**src/rtl/frame_loader.sv**
```systemverilog
// frame_loader
//   Turns a UART byte stream into pixel writes for a frame buffer. A frame
//   starts with the SYNC byte. It is followed by W*H pixels of two bytes each,
//   high byte first. Pixels are written linearly into the current write buffer.
//   An XOR check code is produced for every BLK_PIX pixels, with a possibly
//   short final block. On a complete frame the display buffer index is swapped.
//
// Ports
//   i_clk_sys      system clock
//   i_rst          synchronous active-high reset
//   i_enable       allows new frames to start (gates SYNC detection only)
//   i_rx_data      received UART byte
//   i_rx_valid     one-cycle strobe qualifying i_rx_data
//   i_abort        one-cycle request to drop the frame in progress
//   o_wr_en        one-cycle pixel write strobe
//   o_wr_addr      buffer base + pixel index
//   o_wr_data      packed pixel
//   o_check_code   XOR of every byte of the finished block
//   o_check_valid  one-cycle strobe for o_check_code
//   o_busy         frame in progress
//   o_frame_done   one-cycle pulse after the last pixel of a frame
//   o_err          one-cycle pulse when a frame is dropped (timeout / abort)
//   o_disp_buf     buffer index the display side should read
//   o_pix_cnt      pixels written in the current frame

module frame_loader #(
  parameter int         W           = 50,
  parameter int         H           = 40,
  parameter int         PIX_BITS    = 12,
  parameter int         ADDR_W      = 15,
  parameter int         NUM_BUF     = 2,
  parameter int         BLK_PIX     = 50,
  parameter logic [7:0] SYNC        = 8'hA5,
  parameter int         TIMEOUT_CYC = 500000
) (
  input  logic                i_clk_sys,
  input  logic                i_rst,
  input  logic                i_enable,
  input  logic [7:0]          i_rx_data,
  input  logic                i_rx_valid,
  input  logic                i_abort,
  output logic                o_wr_en,
  output logic [ADDR_W-1:0]   o_wr_addr,
  output logic [PIX_BITS-1:0] o_wr_data,
  output logic [7:0]          o_check_code,
  output logic                o_check_valid,
  output logic                o_busy,
  output logic                o_frame_done,
  output logic                o_err,
  output logic                o_disp_buf,
  output logic [ADDR_W-1:0]   o_pix_cnt
);

  localparam logic [ADDR_W-1:0] FRAME_PIX = ADDR_W'(W * H);
  localparam int                BLK_W     = $clog2(BLK_PIX + 1);
  localparam logic [BLK_W-1:0]  BLK_LAST  = BLK_W'(BLK_PIX - 1);
  localparam int                TMO_W     = $clog2(TIMEOUT_CYC + 1);
  localparam logic [TMO_W-1:0]  TMO_LAST  = TMO_W'(TIMEOUT_CYC - 1);
  // Only the bits of the high byte that end up in the pixel are kept
  localparam int                HI_BITS   = PIX_BITS - 8;
  localparam logic              WBUF_INIT = (NUM_BUF == 2);

  typedef enum logic [2:0] {
    S_IDLE,
    S_PIX_HI,
    S_PIX_LO,
    S_CHK,
    S_DONE
  } state_t;

  state_t               state_q, state_d;
  logic [HI_BITS-1:0]   hi_q;
  logic [7:0]           xor_q;
  logic [BLK_W-1:0]     blk_cnt_q;
  logic [TMO_W-1:0]     tmo_cnt_q;
  logic                 wbuf_q;

  logic timeout_hit, abort_req, frame_full, last_pix, blk_full;
  logic start_frame, take_hi, write_pix, fire_chk, fire_done;

  // Frame-level conditions shared by the next-state and output decode.
  // A byte arriving on the timeout edge itself resets the idle count, so it wins.
  always_comb begin
    timeout_hit = ((state_q == S_PIX_HI) || (state_q == S_PIX_LO)) &&
                  !i_rx_valid && (tmo_cnt_q == TMO_LAST);
    abort_req   = (state_q != S_IDLE) && (i_abort || timeout_hit);
    frame_full  = (o_pix_cnt == FRAME_PIX);
    last_pix    = (o_pix_cnt == FRAME_PIX - ADDR_W'(1));
    blk_full    = (blk_cnt_q == BLK_LAST);
  end

  // State register
  always_ff @(posedge i_clk_sys) begin
    if (i_rst) state_q <= S_IDLE;
    else       state_q <= state_d;
  end

  // Next-state logic. CHK still accepts a high byte so nothing is lost
  // during its single cycle.
  always_comb begin
    state_d = state_q;
    case (state_q)
      S_IDLE:   if (i_enable && i_rx_valid && (i_rx_data == SYNC)) state_d = S_PIX_HI;
      S_PIX_HI: if (i_rx_valid) state_d = S_PIX_LO;
      S_PIX_LO: if (i_rx_valid) state_d = (blk_full || last_pix) ? S_CHK : S_PIX_HI;
      S_CHK: begin
        if (frame_full)      state_d = S_DONE;
        else if (i_rx_valid) state_d = S_PIX_LO;
        else                 state_d = S_PIX_HI;
      end
      S_DONE:   state_d = S_IDLE;
      default:  state_d = S_IDLE;
    endcase
    if (abort_req) state_d = S_IDLE;
  end

  // Output/event decode. An abort suppresses every other action that cycle.
  always_comb begin
    start_frame = (state_q == S_IDLE) && i_enable && i_rx_valid && (i_rx_data == SYNC);
    take_hi     = !abort_req && i_rx_valid &&
                  ((state_q == S_PIX_HI) || ((state_q == S_CHK) && !frame_full));
    write_pix   = !abort_req && i_rx_valid && (state_q == S_PIX_LO);
    fire_chk    = !abort_req && (state_q == S_CHK);
    fire_done   = !abort_req && (state_q == S_DONE);
    o_busy      = (state_q == S_PIX_HI) || (state_q == S_PIX_LO) || (state_q == S_CHK);
  end

  // Datapath and registered strobes
  always_ff @(posedge i_clk_sys) begin
    if (i_rst) begin
      o_wr_en       <= 1'b0;
      o_wr_addr     <= '0;
      o_wr_data     <= '0;
      o_check_code  <= '0;
      o_check_valid <= 1'b0;
      o_frame_done  <= 1'b0;
      o_err         <= 1'b0;
      o_disp_buf    <= 1'b0;
      o_pix_cnt     <= '0;
      hi_q          <= '0;
      xor_q         <= '0;
      blk_cnt_q     <= '0;
      tmo_cnt_q     <= '0;
      wbuf_q        <= WBUF_INIT;
    end else begin
      o_wr_en       <= write_pix;
      o_check_valid <= fire_chk;
      o_frame_done  <= fire_done;
      o_err         <= abort_req;

      if (take_hi) hi_q <= i_rx_data[HI_BITS-1:0];

      if (write_pix) begin
        o_wr_addr <= (wbuf_q ? FRAME_PIX : '0) + o_pix_cnt;
        o_wr_data <= {hi_q, i_rx_data};
      end

      if (abort_req || start_frame)
        o_pix_cnt <= '0;
      else if (write_pix)
        o_pix_cnt <= o_pix_cnt + ADDR_W'(1);

      // Block counter wraps on a full block and on the short final block
      if (abort_req || start_frame)
        blk_cnt_q <= '0;
      else if (write_pix)
        blk_cnt_q <= (blk_full || last_pix) ? '0 : blk_cnt_q + BLK_W'(1);

      // In CHK the finished code is handed out and accumulation restarts,
      // seeded with any high byte arriving in the same cycle
      if (abort_req || start_frame)
        xor_q <= '0;
      else if (fire_chk)
        xor_q <= take_hi ? i_rx_data : 8'h00;
      else if (take_hi || write_pix)
        xor_q <= xor_q ^ i_rx_data;

      if (fire_chk) o_check_code <= xor_q;

      if ((state_q == S_IDLE) || i_rx_valid || abort_req)
        tmo_cnt_q <= '0;
      else
        tmo_cnt_q <= tmo_cnt_q + TMO_W'(1);

      if (fire_done && (NUM_BUF == 2)) begin
        o_disp_buf <= wbuf_q;
        wbuf_q     <= ~wbuf_q;
      end
    end
  end

endmodule

```
**config.mk**
```make
export PLATFORM = sky130hd
export DESIGN_NAME = frame_loader
export DESIGN_NICKNAME = d
export VERILOG_FILES = /design/src/rtl/frame_loader.sv
export SDC_FILE = /design/constraint.sdc
export NUM_CORES = 1
export LEC_CHECK = 0
export ABC_AREA = 1
export CAP_MARGIN = 10
export CORE_ASPECT_RATIO = 1.5
export CORE_MARGIN = 2
export CORE_UTILIZATION = 31
export CTS_CLUSTER_SIZE = 12
export DETAILED_ROUTE_END_ITERATION = 10
export GPL_ROUTABILITY_DRIVEN = 0
export PLACE_DENSITY_LB_ADDON = 0.1
export SLEW_MARGIN = 20
export SYNTH_ARGS = -nofsm -noshare
export SYNTH_HDL_FRONTEND = slang
export SYNTH_SLANG_ARGS = --single-unit
```
**constraint.sdc**
```tcl
create_clock -name i_clk_sys -period 4.1 [get_ports i_clk_sys]
set_input_delay 1.025 -clock i_clk_sys [delete_from_list [all_inputs] [get_ports i_clk_sys]]
set_output_delay 1.025 -clock i_clk_sys [all_outputs]
set_load 0.03 [all_outputs]
```
# Word-level counts from Yosys, hierarchy flattened
# Cells that the tools add are included.
word_totals:
  output_inout_bits: 56
  reg_bits: 96
  elab_cells: 78
  in_bits: 13
op_classes:
  n_reduce_logical: 33
  addsub: 4
  eq_ne: 12
  muxes: 12
  n_bitwise: 2
ops:
  columns: ["operator", "count"]
  rows:
  - ["15-bit by 11-bit == test with 1-bit output, second input constant", 2]
  - ["8-bit two-way mux", 3]
  - ["19-bit by 1-bit adder with 19-bit output, second input constant", 1]
  - ["19-bit == test, second input constant", 1]
  - ["11-bit by 15-bit adder with 15-bit output", 1]
  - ["15-bit by 1-bit adder with 15-bit output, second input constant", 1]
  - ["1-bit logical AND", 14]
  - ["3-bit two-way mux", 4]
  - ["3-bit one-hot mux with 4 select lines", 1]
  - ["11-bit two-way mux", 1]
  - ["1-bit logical OR", 9]
  - ["8-bit == test, second input constant", 1]
  - ["8-bit bitwise XOR", 1]
  - ["6-bit by 1-bit adder with 6-bit output, second input constant", 1]
  - ["3-bit by 2-bit == test with 1-bit output, second input constant", 2]
  - ["6-bit == test, second input constant", 1]
  - ["6-bit two-way mux", 1]
  - ["2-bit != test, second input constant", 3]
  - ["2-bit OR reduction", 3]
  - ["2-bit two-way mux", 2]
  - ["3-bit by 1-bit == test with 1-bit output, second input constant", 1]
  - ["3-bit == test, second input constant", 1]
  - ["1-bit logical NOT", 3]
  - ["3-bit logical NOT", 1]
  - ["other kinds (4)", 4]

# Longest topological paths before layout
# Gate-level depths: netlist (run 1).
depth:
  ltp_word: 12
  depth_mapped: 15
  mapped_depth_nobuf: 14

# Least setup slack after synthesis (run 1)
# Ideal clock, no wire load.
synth_timing:
  path_type: "input port to flip-flop"
  from: "input i_rx_valid"
  to: "register o_pix_cnt[6]"
  t_required_ns: 3.984
  t_arrival_ns: 2.191
  cell_stages: 8
  setup_slack_ns: 1.794
  setup_ns: 0.116
  path_cell_list: "buf_4 > inv_1 > nor3_1 > nand4_1 > nor2_1 > nor2_8 > buf_6 > and3_1"
synth_between:
  elab_chain_len: 8
  word_cells_on_any_way: 12
  classes_between: "12 x reduce/logical"
synth_rtl:
  columns: ["item", "line_no", "rtl"]
  rows:
  - ["from (decl)", "40", "input logic i_rx_valid,"]
  - ["1-bit logical NOT", "85", "!i_rx_valid && (tmo_cnt_q == TMO_LAST);"]
  - ["1-bit logical AND", "84", "timeout_hit = ((state_q == S_PIX_HI) || (state_q == S_PIX_LO)) &&"]
  - ["1-bit logical AND", "85", null]
  - ["1-bit logical OR", "86", "abort_req = (state_q != S_IDLE) && (i_abort || timeout_hit);"]
  - ["1-bit logical AND", "86", null]
  - ["1-bit logical NOT", "122", "write_pix = !abort_req && i_rx_valid && (state_q == S_PIX_LO);"]
  - ["1-bit logical AND (2 in a row)", "122", null]
  - ["to (signal assigned)", "161", "o_pix_cnt <= o_pix_cnt + ADDR_W'(1);"]
  - ["to (decl)", "51", "output logic [ADDR_W-1:0] o_pix_cnt"]
# Parallel ways exist; a longest one is shown, timed or not.
# A chain may end at the register's enable or synchronous reset.

# Worst setup path after layout (run 1)
layout_timing:
  from: "input i_rx_valid"
  to: "register o_pix_cnt[8]"
# The elaborated chain is that of the path after synthesis.

==> load_flow_metrics.sql, run 1 <==
INSERT INTO impl_metrics (metric_group, metric, value, unit) VALUES
('placement', 'port_buffer_count', '68', ''),
('clocking', 'postCtsResizedCells', '0', ''),
('synthesis', 'yosysWarningCount', '0', ''),
('floorplan', 'floorplan.die.width', '105', 'um'),
('finish', 'nets', '737', ''),
('floorplan', 'initial_utilization', '31.5', '%'),
('critical_path', 'critical_path.reg2reg.endpoint', 'blk_cnt_q[0]', ''),
('min_path', 'worst_hold_startpoint', 'o_disp_buf', ''),
('drt', 'number_of_remaining_drc_errors', '0', ''),
('clocking', 'clock_pin_slew_on_the_worst_setup_and_hold_paths', '70', 'ps'),
('grt', 'grt_pass1_vias', '4177', ''),
('synthesis', 'postSynthRegisterBits', '96', ''),
('drt', 'met1_length', '5280', 'um'),
('drt', 'vias_post_dr', '4319', ''),
('min_path', 'timing.hold.worst_path_depth', '2', ''),
('sta', 'timing_max_transition_violations_final', '0', ''),
('clocking', 'clockBufferDepth', '2', ''),
('sta', 'grt_setup_unrepaired', 'no', ''),
('floorplan', 'core_area', '14900', 'um2'),
('drt', 'detail_route.vias_per_cell', '4.72', ''),
('clocking', 'post_cts.repair.setup_buffers', '0', ''),
('grt', 'grtUsageTotal', '16.0', '%'),
('clocking', 'tritoncts', 'built', ''),
('floorplan', 'die-height', '155', 'um'),
('clocking', 'worstSkewPairLatency', '340', 'ps'),
('synthesis', 'syn-mean-instance-area', '7.22', 'um2'),
('synthesis', 'async_flop_share', '0', '%'),
('sta', 'finClkSkew', '9.75', 'ps'),
('drt', 'routed-wl-met3', '475', 'um'),
('clocking', 'total_clock_buffers_created_by_cts', '9', ''),
('clocking', 'clock_tree.root_cell', 'sky130_fd_sc_hd__clkbuf_16', ''),
('sta', 'post-route-min-period', '2960', 'ps'),
('clocking', 'numClockSinks', '96', ''),
('finish', 'final_layout_size_suffix_gt1_share', '6.15', '%'),
('critical_path', 'worst_setup_end_kind', 'flop', ''),
('floorplan', 'placementRows', '55', ''),
('sta', 'report.final.hold_viol_count', '0', ''),
('synthesis', 'synth_largest_type_area_fraction', '40.9', '%'),
('sta', 'final_cycle_utilization_of_the_critical_path', '72.2', '%'),
('synthesis', 'synthesis.area', '4700', 'um2'),
('clocking', 'htree_levels', '3', ''),
('power', 'power-per-cell-area', '330', 'nW/um2'),
('synthesis', 'netlist_instances', '651', ''),
('grt', 'grt_overflow_total', '0', ''),
('drt', 'firstDrtPassIters', '4', ''),
('grt', 'maximum_number_of_pins_on_one_net_before_global_route_repair', '42', ''),
('critical_path', 'start_kind', 'primary input', ''),
('synthesis', 'synth_enable_flop_cells', '0', ''),
('sta', 'max_clock_freq', '338', 'MHz'),
('critical_path', 'critical_path_required', '4340', 'ps'),
('clocking', 'cts_hold_buf', '0', ''),
('drt', 'detail_route.wirelength', '12600', 'um'),
('drt', 'post_drt_wl_per_cell', '13.8', 'um'),
('critical_path', 'timing.setup.critical_path_class', 'primary input to flop', ''),
('critical_path', 'rr_worst_depth', '12', ''),
('floorplan', 'die_area', '16200', 'um2'),
('grt', 'antenna_found_initial', '0', ''),
('drt', 'drt_iter0_markers', '166', ''),
('run_status', 'status', 'complete, no violations', ''),
('sta', 'fin_setup_tns', '0', 'ps'),
('drt', 'met2_length', '6610', 'um'),
('power', 'vdd_ir_max', '0.158', 'mV'),
('drt', 'route.antenna.remaining_nets', '0', ''),
('synthesis', 'postSynthNetCount', '676', ''),
('critical_path', 'reg2reg_setup_slack', '1730', 'ps'),
('synthesis', 'synthDominantAreaCellType', 'sky130_fd_sc_hd__dfxtp_1', ''),
('synthesis', 'ys_seq_area_share', '40.9', '%'),
('drt', 'top_layer', 'met4', ''),
('critical_path', 'largest_fanout_of_any_net_on_the_critical_path', '34', ''),
('sta', 'worstMarginPinSlew', '682', 'ps'),
('min_path', 'endpoint_worst_hold', 'o_disp_buf', '');
per-stage QoR:
step           hold WS [ps]  instance area (um2)  instances  utilization [%]  setup slack (ps)
6_report                461                 5820        915             39.0              1140
5_1_grt                 487                 5820        915             39.0               908
3_5_place_dp            455                 5530        900             37.0               772
2_1_floorplan           430                 4700        651                -              1790
4_1_cts                 464                 5820        915             39.0              1140
3_3_place_gp            451                 5530        900             37.0               856
where the power goes:
part,internal [mW],total [mW],leakage [nW],switching [mW]
sequential,0.941,0.947,0.773,0.00640
combinational,0.0386,0.109,1.19,0.0705
clock,0.491,0.864,0.146,0.373
total,1.47,1.92,2.11,0.450
sequential cells by signal, indices dropped and copies added, names as in the netlist:
name,count
tmo_cnt_q,19
o_check_code,8
o_err,1
blk_cnt_q,6
wbuf_q,1
xor_q,8
hi_q,4
o_wr_data,12
o_disp_buf,1
o_frame_done,1
state_q,3
o_wr_en,1
o_pix_cnt,15
o_check_valid,1
o_wr_addr,15
worst max-delay path by stage:
| stage | slack, ps | depth (start not counted) | to | start |
|---|---|---|---|---|
| after floorplan | 1790 | 8 | o_pix_cnt[6] | i_rx_valid |
| final | 1140 | 11 | o_pix_cnt[8] | i_rx_valid |
| after global routing | 910 | 10 | o_pix_cnt[6] | i_rx_valid |
| after detailed placement | 770 | 11 | o_pix_cnt[8] | i_rx_valid |
| after CTS | 1140 | 11 | o_pix_cnt[8] | i_rx_valid |
| after global placement | 860 | 11 | o_pix_cnt[8] | i_rx_valid |
layer usage:
metal | track usage [%] | vias to the layer above
li1 | - | 2246
met1 | 18.8 | 1968
met2 | 29.0 | 88
met3 | 2.57 | 17
met4 | 6.18 | 0
met5 | 0 | -
cell families after synthesis:
group,after synthesis,share of synthesized area [%]
flip-flops,96,40.9
buffers and inverters,90,8.47
adder cells (fa/ha/maj),12,3.20
AO/OA/AOI/OAI,106,11.8
XOR/XNOR,26,4.85
AND/OR/NAND/NOR,321,30.8
cell usage in the layout, fill, tap and decap left out, types with 2 or more instances in the layout:
cell / instances
sky130_fd_sc_hd__clkdlybuf4s50_1: 68
sky130_fd_sc_hd__a31oi_1: 3
sky130_fd_sc_hd__buf_4: 3
sky130_fd_sc_hd__o21ai_0: 22
sky130_fd_sc_hd__a21oi_1: 70
sky130_fd_sc_hd__nand3b_1: 3
sky130_fd_sc_hd__inv_1: 59
sky130_fd_sc_hd__inv_2: 9
sky130_fd_sc_hd__nor2_1: 57
sky130_fd_sc_hd__clkbuf_16: 9
sky130_fd_sc_hd__inv_6: 2
sky130_fd_sc_hd__and3_1: 3
sky130_fd_sc_hd__nor3_2: 4
sky130_fd_sc_hd__nand3_1: 37
sky130_fd_sc_hd__a21o_1: 3
sky130_fd_sc_hd__nand2_2: 4
sky130_fd_sc_hd__or2_2: 2
sky130_fd_sc_hd__xnor2_1: 7
sky130_fd_sc_hd__nand2_1: 167
sky130_fd_sc_hd__nor4_1: 5
sky130_fd_sc_hd__nand4_1: 13
sky130_fd_sc_hd__dfxtp_1: 96
sky130_fd_sc_hd__ha_1: 12
sky130_fd_sc_hd__o21ai_1: 5
sky130_fd_sc_hd__xor2_1: 19
sky130_fd_sc_hd__nor3b_1: 4
sky130_fd_sc_hd__nand3_2: 2
sky130_fd_sc_hd__nor3_1: 16
critical path, stage by stage:
cell,delay (ps)
sky130_fd_sc_hd__clkdlybuf4s50_1,690
sky130_fd_sc_hd__a21oi_1,130
sky130_fd_sc_hd__nand2_2,110
sky130_fd_sc_hd__nand2_1,60
sky130_fd_sc_hd__nand2_2,220
sky130_fd_sc_hd__nand3_2,120
sky130_fd_sc_hd__inv_2,340
sky130_fd_sc_hd__buf_12,240
sky130_fd_sc_hd__nand2_1,100
sky130_fd_sc_hd__o21ai_1,130
sky130_fd_sc_hd__nor2_1,50
area by class of cell:
class	count	area, um2
Fill cell	1606	9110
Multi-Input combinational cell	465	2380
Sequential cell	96	1920
Timing Repair Buffer	72	723
Inverter	68	255
Tap cell	199	249
Clock buffer	11	243
Clock inverter	4	52.6
(Power assumes the default switching activity.)
==> run 2, diff against run 1 <==
==> constraint.sdc (replaced) <==
create_clock -name i_clk_sys -period 2.5 [get_ports i_clk_sys]
set_input_delay 0.625 -clock i_clk_sys [delete_from_list [all_inputs] [get_ports i_clk_sys]]
set_output_delay 0.625 -clock i_clk_sys [all_outputs]
set_load 0.03 [all_outputs]
==> run 2 against run 1 <==
  * Via count is 2.9% higher
  * Sequential share of layout area is 1.1 points lower
  * Cell count is 2.1% higher
  * Sequential power is 64% higher
  * Sequential cell count stayed put
  * Wire length is 2.4% higher
  * Hold slack hardly changed
  * Register-to-register slack worse by 1300 ps
  * First-iteration DRC count is 9.0% lower
  * Global-route usage is 0.62 points higher
  * Largest power group is now clock
==> load_flow_metrics.sql, run 2 (same netlist as run 1, synthesis figures left out) <==
INSERT INTO impl_metrics (metric_group, metric, value, unit) VALUES
('grt', 'groute.layer.met1.usage', '18.1', '%'),
('grt', 'grt-busiest-layer', 'met2', ''),
('grt', 'grt_overflow_total', '0', ''),
('grt', 'grt_pass1_vias', '4503', ''),
('drt', 'number_of_remaining_drc_errors', '0', ''),
('critical_path', 'critical_path_required', '1880', 'ps'),
('floorplan', 'initial_utilization', '31.5', '%'),
('critical_path', 'worst_setup_end_kind', 'output pin', ''),
('placement', 'port_buffer_count', '68', ''),
('finish', 'final_layout_size_suffix_gt1_share', '8.71', '%'),
('placement', 'detailed_place_hpwl', '9810', 'um'),
('power', 'leakagePower', '2.23', 'nW'),
('sta', 'grt_setup_unrepaired', 'no', ''),
('grt', 'grtUsageTotal', '16.6', '%'),
('finish', 'max_flop_register', 'tmo_cnt_q', ''),
('finish', 'fillers', '1616', ''),
('grt', 'met2_usage_in_global_routing', '31.6', '%'),
('drt', 'vias_post_dr', '4443', ''),
('sta', 'finClkSkew', '9.64', 'ps'),
('drt', 'route.antenna.remaining_nets', '0', ''),
('finish', 'nets', '755', ''),
('grt', 'maximum_number_of_pins_on_one_net_before_global_route_repair', '31', ''),
('grt', 'grt.met3_usage', '2.87', '%'),
('grt', 'antenna_found_initial', '0', ''),
('critical_path', 'critical_path.cell_chain', 'clkdlybuf4s50_1', ''),
('finish', 'sequential_cell_area', '1920', 'um2'),
('floorplan', 'floorplan.io_pins', '69', ''),
('floorplan', 'core_area', '14900', 'um2'),
('floorplan', 'die-height', '155', 'um'),
('critical_path', 'timing.setup.critical_path_class', 'flop to output pin', ''),
('power', 'power-per-cell-area', '559', 'nW/um2'),
('clocking', 'numClockSinks', '96', ''),
('finish', 'top_registers', 'tmo_cnt_q x19, o_pix_cnt x15, o_wr_addr x15', ''),
('clocking', 'worstSkewPairLatency', '350', 'ps'),
('finish', 'insertedDiodeCount', '0', ''),
('clocking', 'cts_hold_buf', '0', ''),
('finish', 'multiInputGateArea', '2380', 'um2'),
('drt', 'detail_route.wirelength', '12900', 'um'),
('floorplan', 'die_area', '16200', 'um2'),
('finish', 'final_cells', '934', ''),
('finish', 'flow.area_growth_from_synthesis', '28.3', '%'),
('sta', 'timing_max_transition_violations_final', '0', ''),
('critical_path', 'largest_fanout_of_any_net_on_the_critical_path', '10', ''),
('critical_path', 'cpMaxStageDelayCell', 'sky130_fd_sc_hd__clkdlybuf4s50_1', ''),
('critical_path', 'start_kind', 'flop', ''),
('drt', 'post_drt_wl_per_cell', '13.8', 'um'),
('run_status', 'status', 'complete, no violations', ''),
('clocking', 'total_clock_buffers_created_by_cts', '9', ''),
('min_path', 'hold_path.class', 'flop to flop', ''),
('clocking', 'post_cts.repair.setup_buffers', '0', ''),
('floorplan', 'floorplan.die.width', '105', 'um'),
('sta', 'finalSetupViolCount', '0', ''),
('drt', 'firstDrtPassIters', '5', ''),
('drt', 'detail_route.vias_per_cell', '4.76', ''),
('critical_path', 'critPathTopFamily', 'buffers and inverters', ''),
('finish', 'final_common_cell', 'sky130_fd_sc_hd__nand2_1', ''),
('clocking', 'clockBufferDepth', '2', ''),
('sta', 'max_clock_freq', '431', 'MHz'),
('clocking', 'clock_tree.root_cell', 'sky130_fd_sc_hd__clkbuf_16', ''),
('clocking', 'tritoncts', 'built', ''),
('clocking', 'clock_pin_slew_on_the_worst_setup_and_hold_paths', '70', 'ps'),
('drt', 'drt_iter0_markers', '151', ''),
('critical_path', 'timing.critical_path.buf_inv', '1', ''),
('finish', 'layout_common_cells', 'sky130_fd_sc_hd__nand2_1 (167), sky130_fd_sc_hd__dfxtp_1 (96), sky130_fd_sc_hd__a21oi_1 (70), sky130_fd_sc_hd__clkdlybuf4s50_1 (68), sky130_fd_sc_hd__inv_1 (59)', ''),
('sta', 'worst_slew_margin_rel', '67.5', '%'),
('sta', 'report.final.hold_viol_count', '0', ''),
('clocking', 'htree_levels', '3', ''),
('critical_path', 'max_stage_delay', '760', 'ps'),
('grt', 'grt_pass1_wl', '21700', 'um'),
('placement', 'placedCellCount', '918', ''),
('finish', 'number_of_flip_flops_under_the_largest_register_name', '19', ''),
('sta', 'fin_setup_tns', '0', 'ps'),
('critical_path', 'worst-endpoint-arrival', '1690', 'ps'),
('sta', 'worstMarginPinSlew', '487', 'ps'),
('job', 'timing.max_cap.violations', '0', ''),
('sta', 'post-route-min-period', '2320', 'ps'),
('floorplan', 'placementRows', '55', ''),
('clocking', 'postCtsResizedCells', '0', ''),
('power', 'vdd_ir_max', '0.383', 'mV'),
('sta', 'final_cycle_utilization_of_the_critical_path', '92.8', '%');
run 2: cell count changes in the layout (fill, tap and decap cells not counted), sizes merged:
| cell | delta |
|---|---|
| buf | +18 |
| bufinv | +2 |
| clkinvlp | +2 |
| clkbuf | -1 |
| clkinv | -1 |
| inv | -1 |
run 2: final timing paths:
check / slack (ps) / cells after the start / start / end
max: 180 / 1 / o_pix_cnt[4] / o_pix_cnt[4]
min: 460 / 2 / hi_q[0] / o_wr_data[8]
max reg2reg: 440 / 11 / o_pix_cnt[6] / xor_q[6]
min reg2reg: 460 / 2 / hi_q[0] / o_wr_data[8]
run 2: metrics by stage:
step | hold slack, ps | setup slack (ps) | cell area, um2 | utilization (%) | power (mW)
global route | 483 | 86.3 | 6030 | 40.4 | 3.51
finish | 460 | 181 | 6030 | 40.4 | 3.37
CTS | 466 | 123 | 6030 | 40.4 | 3.42
global placement | 456 | 118 | 5680 | 38.0 | 1.78
floorplan | 430 | 594 | 4700 | - | 1.71
detailed placement | 455 | 96.6 | 5680 | 38.0 | 1.78
run 2: routing by layer:
| layer | share of wire, % | vias up |
|---|---|---|
| met5 | 0 | - |
| met4 | 2.1 | 0 |
| met3 | 3.9 | 19 |
| met2 | 53 | 105 |
| met1 | 41 | 2040 |
| li1 | - | 2279 |
run 2: layout make-up:
type / count / area share [%]
multi-input combinational: 465 / 39.5
sequential: 96 / 31.9
timing repair buffer: 90 / 14.4
inverter: 68 / 4.23
tap: 199 / 4.13
clock buffer: 10 / 3.96
clock inverter: 6 / 1.89
run 2: worst min-delay path, cell delays in order (launching register included):
cell and delay (ps):
sky130_fd_sc_hd__dfxtp_1 310, sky130_fd_sc_hd__nand2_1 60, sky130_fd_sc_hd__a21oi_1 50
run 2: report_power, final:
group | leakage (nW) | switching [mW] | internal [mW]
sequential | 0.773 | 0.0109 | 1.54
clock | 0.165 | 0.615 | 1.01
combinational | 1.29 | 0.116 | 0.0744
total | 2.23 | 0.742 | 2.63
==> run 3, diff against run 2 <==
--- a/config.mk
+++ b/config.mk
@@ -7,12 +7,13 @@
 export LEC_CHECK = 0
 export ABC_AREA = 1
 export CAP_MARGIN = 10
-export CORE_ASPECT_RATIO = 1.5
+export CORE_ASPECT_RATIO = 1.1
 export CORE_MARGIN = 2
 export CORE_UTILIZATION = 31
 export CTS_CLUSTER_SIZE = 12
 export DETAILED_ROUTE_END_ITERATION = 10
 export GPL_ROUTABILITY_DRIVEN = 0
+export HOLD_SLACK_MARGIN = 0.06
 export PLACE_DENSITY_LB_ADDON = 0.1
 export SLEW_MARGIN = 20
 export SYNTH_ARGS = -nofsm -noshare
==> run 3 against run 2 <==
  * Maximum frequency up 0.62%
  * First-iteration DRC count grew 42%
  * Register-to-register slack got worse by 50 ps
  * Sequential power hardly changed
  * Critical path depth is the same
  * Sequential cell count stayed put
  * Non-clock buffer count decreased by 3
  * Wire length is 2.4% lower
  * Total power decreased by 5.5%
  * Die area is 0.12% lower
  * Highest routed layer unchanged
==> load_flow_metrics.sql, run 3 (same netlist as run 1, synthesis figures left out) <==
INSERT INTO impl_metrics (metric_group, metric, value, unit) VALUES
('grt', 'antenna_found_initial', '0', ''),
('placement', 'port_buffer_count', '68', ''),
('finish', 'final_cells', '926', ''),
('placement', 'detailed_place_hpwl', '9270', 'um'),
('critical_path', 'reg2reg_from', 'o_pix_cnt[6]', ''),
('min_path', 'hold_path.class', 'flop to flop', ''),
('min_path', 'endpoint_worst_hold', 'o_wr_addr[7]', ''),
('power', 'power-per-cell-area', '534', 'nW/um2'),
('drt', 'route.antenna.remaining_nets', '0', ''),
('sta', 'hold_slack', '464', 'ps'),
('floorplan', 'placementRows', '47', ''),
('placement', 'placedInstanceArea', '5660', 'um2'),
('min_path', 'worst_hold_startpoint', 'o_wr_addr[7]', ''),
('grt', 'grtUsageTotal', '16.0', '%'),
('sta', 'finalSetupViolCount', '0', ''),
('sta', 'grt_setup_unrepaired', 'no', ''),
('clocking', 'postCtsResizedCells', '0', ''),
('drt', 'detail_route.vias_per_cell', '4.74', ''),
('drt', 'firstDrtPassIters', '4', ''),
('floorplan', 'floorplan.io_pins', '69', ''),
('sta', 'report.final.hold_viol_count', '0', ''),
('drt', 'post_drt_wl_per_cell', '13.6', 'um'),
('floorplan', 'core_area', '14900', 'um2'),
('sta', 'post-route-min-period', '2300', 'ps'),
('critical_path', 'worst-endpoint-arrival', '1680', 'ps'),
('power', 'combinationalPowerShare', '6.1', '%'),
('floorplan', 'die-height', '133', 'um'),
('critical_path', 'max_stage_delay', '750', 'ps'),
('finish', 'nets', '752', ''),
('drt', 'vias_post_dr', '4390', ''),
('sta', 'timing_max_transition_violations_final', '0', ''),
('finish', 'final_common_cell', 'sky130_fd_sc_hd__nand2_1', ''),
('clocking', 'total_clock_buffers_created_by_cts', '9', ''),
('floorplan', 'initial_utilization', '31.5', '%'),
('clocking', 'post_cts.repair.setup_buffers', '0', ''),
('critical_path', 'critical_path_required', '1880', 'ps'),
('critical_path', 'start_kind', 'flop', ''),
('critical_path', 'critical_path.cell_chain', 'clkdlybuf4s50_1', ''),
('power', 'netSwitchingPower', '716', 'uW'),
('clocking', 'tritoncts', 'built', ''),
('critical_path', 'path_length_in_cells_of_the_critical_path', '1', ''),
('grt', 'grt_pass1_wl', '20500', 'um'),
('power', 'netSwitchingFraction', '22.5', '%'),
('drt', 'detail_route.wirelength', '12600', 'um'),
('min_path', 'timing.hold.worst_path_depth', '2', ''),
('finish', 'fillers', '1602', ''),
('sta', 'max_clock_freq', '434', 'MHz'),
('sta', 'worstMarginPinSlew', '512', 'ps'),
('finish', 'max_flop_register', 'tmo_cnt_q', ''),
('clocking', 'htree_levels', '3', ''),
('critical_path', 'timing.critical_path.buf_inv', '1', ''),
('sta', 'final_cycle_utilization_of_the_critical_path', '92.2', '%'),
('drt', 'drt_iter0_markers', '215', ''),
('clocking', 'worstSkewPairLatency', '350', 'ps'),
('finish', 'finalInstanceArea', '5970', 'um2'),
('critical_path', 'reg2reg_setup_slack', '390', 'ps'),
('finish', 'flow.area_growth_from_synthesis', '27.0', '%'),
('critical_path', 'critical_path.reg2reg.endpoint', 'xor_q[4]', ''),
('finish', 'final_layout_size_suffix_gt1_share', '8.08', '%'),
('drt', 'number_of_remaining_drc_errors', '0', ''),
('floorplan', 'floorplan.die.width', '121', 'um'),
('power', 'cellInternalPower', '2.47', 'mW'),
('finish', 'top_registers', 'tmo_cnt_q x19, o_pix_cnt x15, o_wr_addr x15', ''),
('finish', 'number_of_flip_flops_under_the_largest_register_name', '19', ''),
('run_status', 'status', 'complete, no violations', ''),
('critical_path', 'worst_setup_end_kind', 'output pin', ''),
('placement', 'placedCellCount', '912', ''),
('grt', 'maximum_number_of_pins_on_one_net_before_global_route_repair', '43', ''),
('floorplan', 'die_area', '16200', 'um2'),
('power', 'leakagePower', '2.20', 'nW'),
('power', 'vdd_ir_max', '0.275', 'mV'),
('critical_path', 'largest_fanout_of_any_net_on_the_critical_path', '10', ''),
('power', 'relative_contribution_of_the_clock_network_to_total_power', '45.1', '%'),
('grt', 'grt_pass1_vias', '4150', ''),
('sta', 'fin_setup_tns', '0', 'ps'),
('clocking', 'numClockSinks', '96', ''),
('power', 'seq_power_share', '48.8', '%'),
('critical_path', 'timing.setup.critical_path_class', 'flop to output pin', ''),
('job', 'timing.max_cap.violations', '0', ''),
('grt', 'grt_overflow_total', '0', ''),
('critical_path', 'cpMaxStageDelayCell', 'sky130_fd_sc_hd__clkdlybuf4s50_1', ''),
('sta', 'worst_slew_margin_rel', '65.8', '%'),
('clocking', 'clockBufferDepth', '2', ''),
('clocking', 'clock_pin_slew_on_the_worst_setup_and_hold_paths', '70', 'ps'),
('finish', 'insertedDiodeCount', '0', ''),
('critical_path', 'rr_worst_depth', '11', ''),
('critical_path', 'critPathTopFamily', 'buffers and inverters', ''),
('clocking', 'cts_hold_buf', '0', ''),
('finish', 'layout_common_cells', 'sky130_fd_sc_hd__nand2_1 (167), sky130_fd_sc_hd__dfxtp_1 (96), sky130_fd_sc_hd__a21oi_1 (70), sky130_fd_sc_hd__clkdlybuf4s50_1 (68), sky130_fd_sc_hd__inv_1 (59)', ''),
('clocking', 'clock_tree.root_cell', 'sky130_fd_sc_hd__clkbuf_16', ''),
('sta', 'finClkSkew', '10.6', 'ps');
## run 3: cell count changes in the layout (fill, tap and decap cells not counted), moves of 2 or more
cell / delta
sky130_fd_sc_hd__clkinvlp_4: -2
sky130_fd_sc_hd__buf_4: -4
sky130_fd_sc_hd__clkbuf_8: +2
sky130_fd_sc_hd__bufinv_16: -2
## run 3: metal layers
layer	part of all wire [%]	global-route usage, %
met2	48	26.5
met5	0	0
met4	2.0	6.32
met1	46	20.1
met3	4.2	3.55
## run 3: metrics by stage
| step | total power, mW | worst slack, ps | utilization, % |
|---|---|---|---|
| 2_1_floorplan | 1.71 | 594 | - |
| 3_3_place_gp | 1.78 | 154 | 37.9 |
| 3_5_place_dp | 1.78 | 111 | 37.9 |
| 4_1_cts | 3.24 | 138 | 39.9 |
| 5_1_grt | 3.30 | 122 | 39.9 |
| 6_report | 3.18 | 195 | 39.9 |
## run 3: final cells by class
cell class | instances | area [um2] | share of cell area (%)
inverters | 68 | 255 | 4.28
clock inverters | 2 | 38.8 | 0.650
well taps | 196 | 245 | 4.11
multi-input cells | 465 | 2380 | 39.9
flip-flops and latches | 96 | 1920 | 32.2
clock buffers | 12 | 267 | 4.47
repair buffers | 87 | 861 | 14.4
## run 3: how the worst max path moves through the flow
stage	start	endpoint	slack, ps
floorplan	i_rx_valid	o_pix_cnt[6]	590
global placement	i_rx_valid	o_pix_cnt[7]	150
finish	o_pix_cnt[4]	o_pix_cnt[4]	200
global route	state_q[0]	o_busy	120
detailed placement	i_rx_valid	o_pix_cnt[7]	110
CTS	state_q[0]	o_busy	140
## run 3: power by group through the flow
stage / clock network [mW] / logic (mW) / registers [mW]
after floorplan: 0 / 0.122 / 1.59
after global placement: 0 / 0.193 / 1.59
after detailed placement: 0 / 0.195 / 1.59
after CTS: 1.49 / 0.196 / 1.55
after global routing: 1.53 / 0.216 / 1.55
final: 1.44 / 0.193 / 1.55
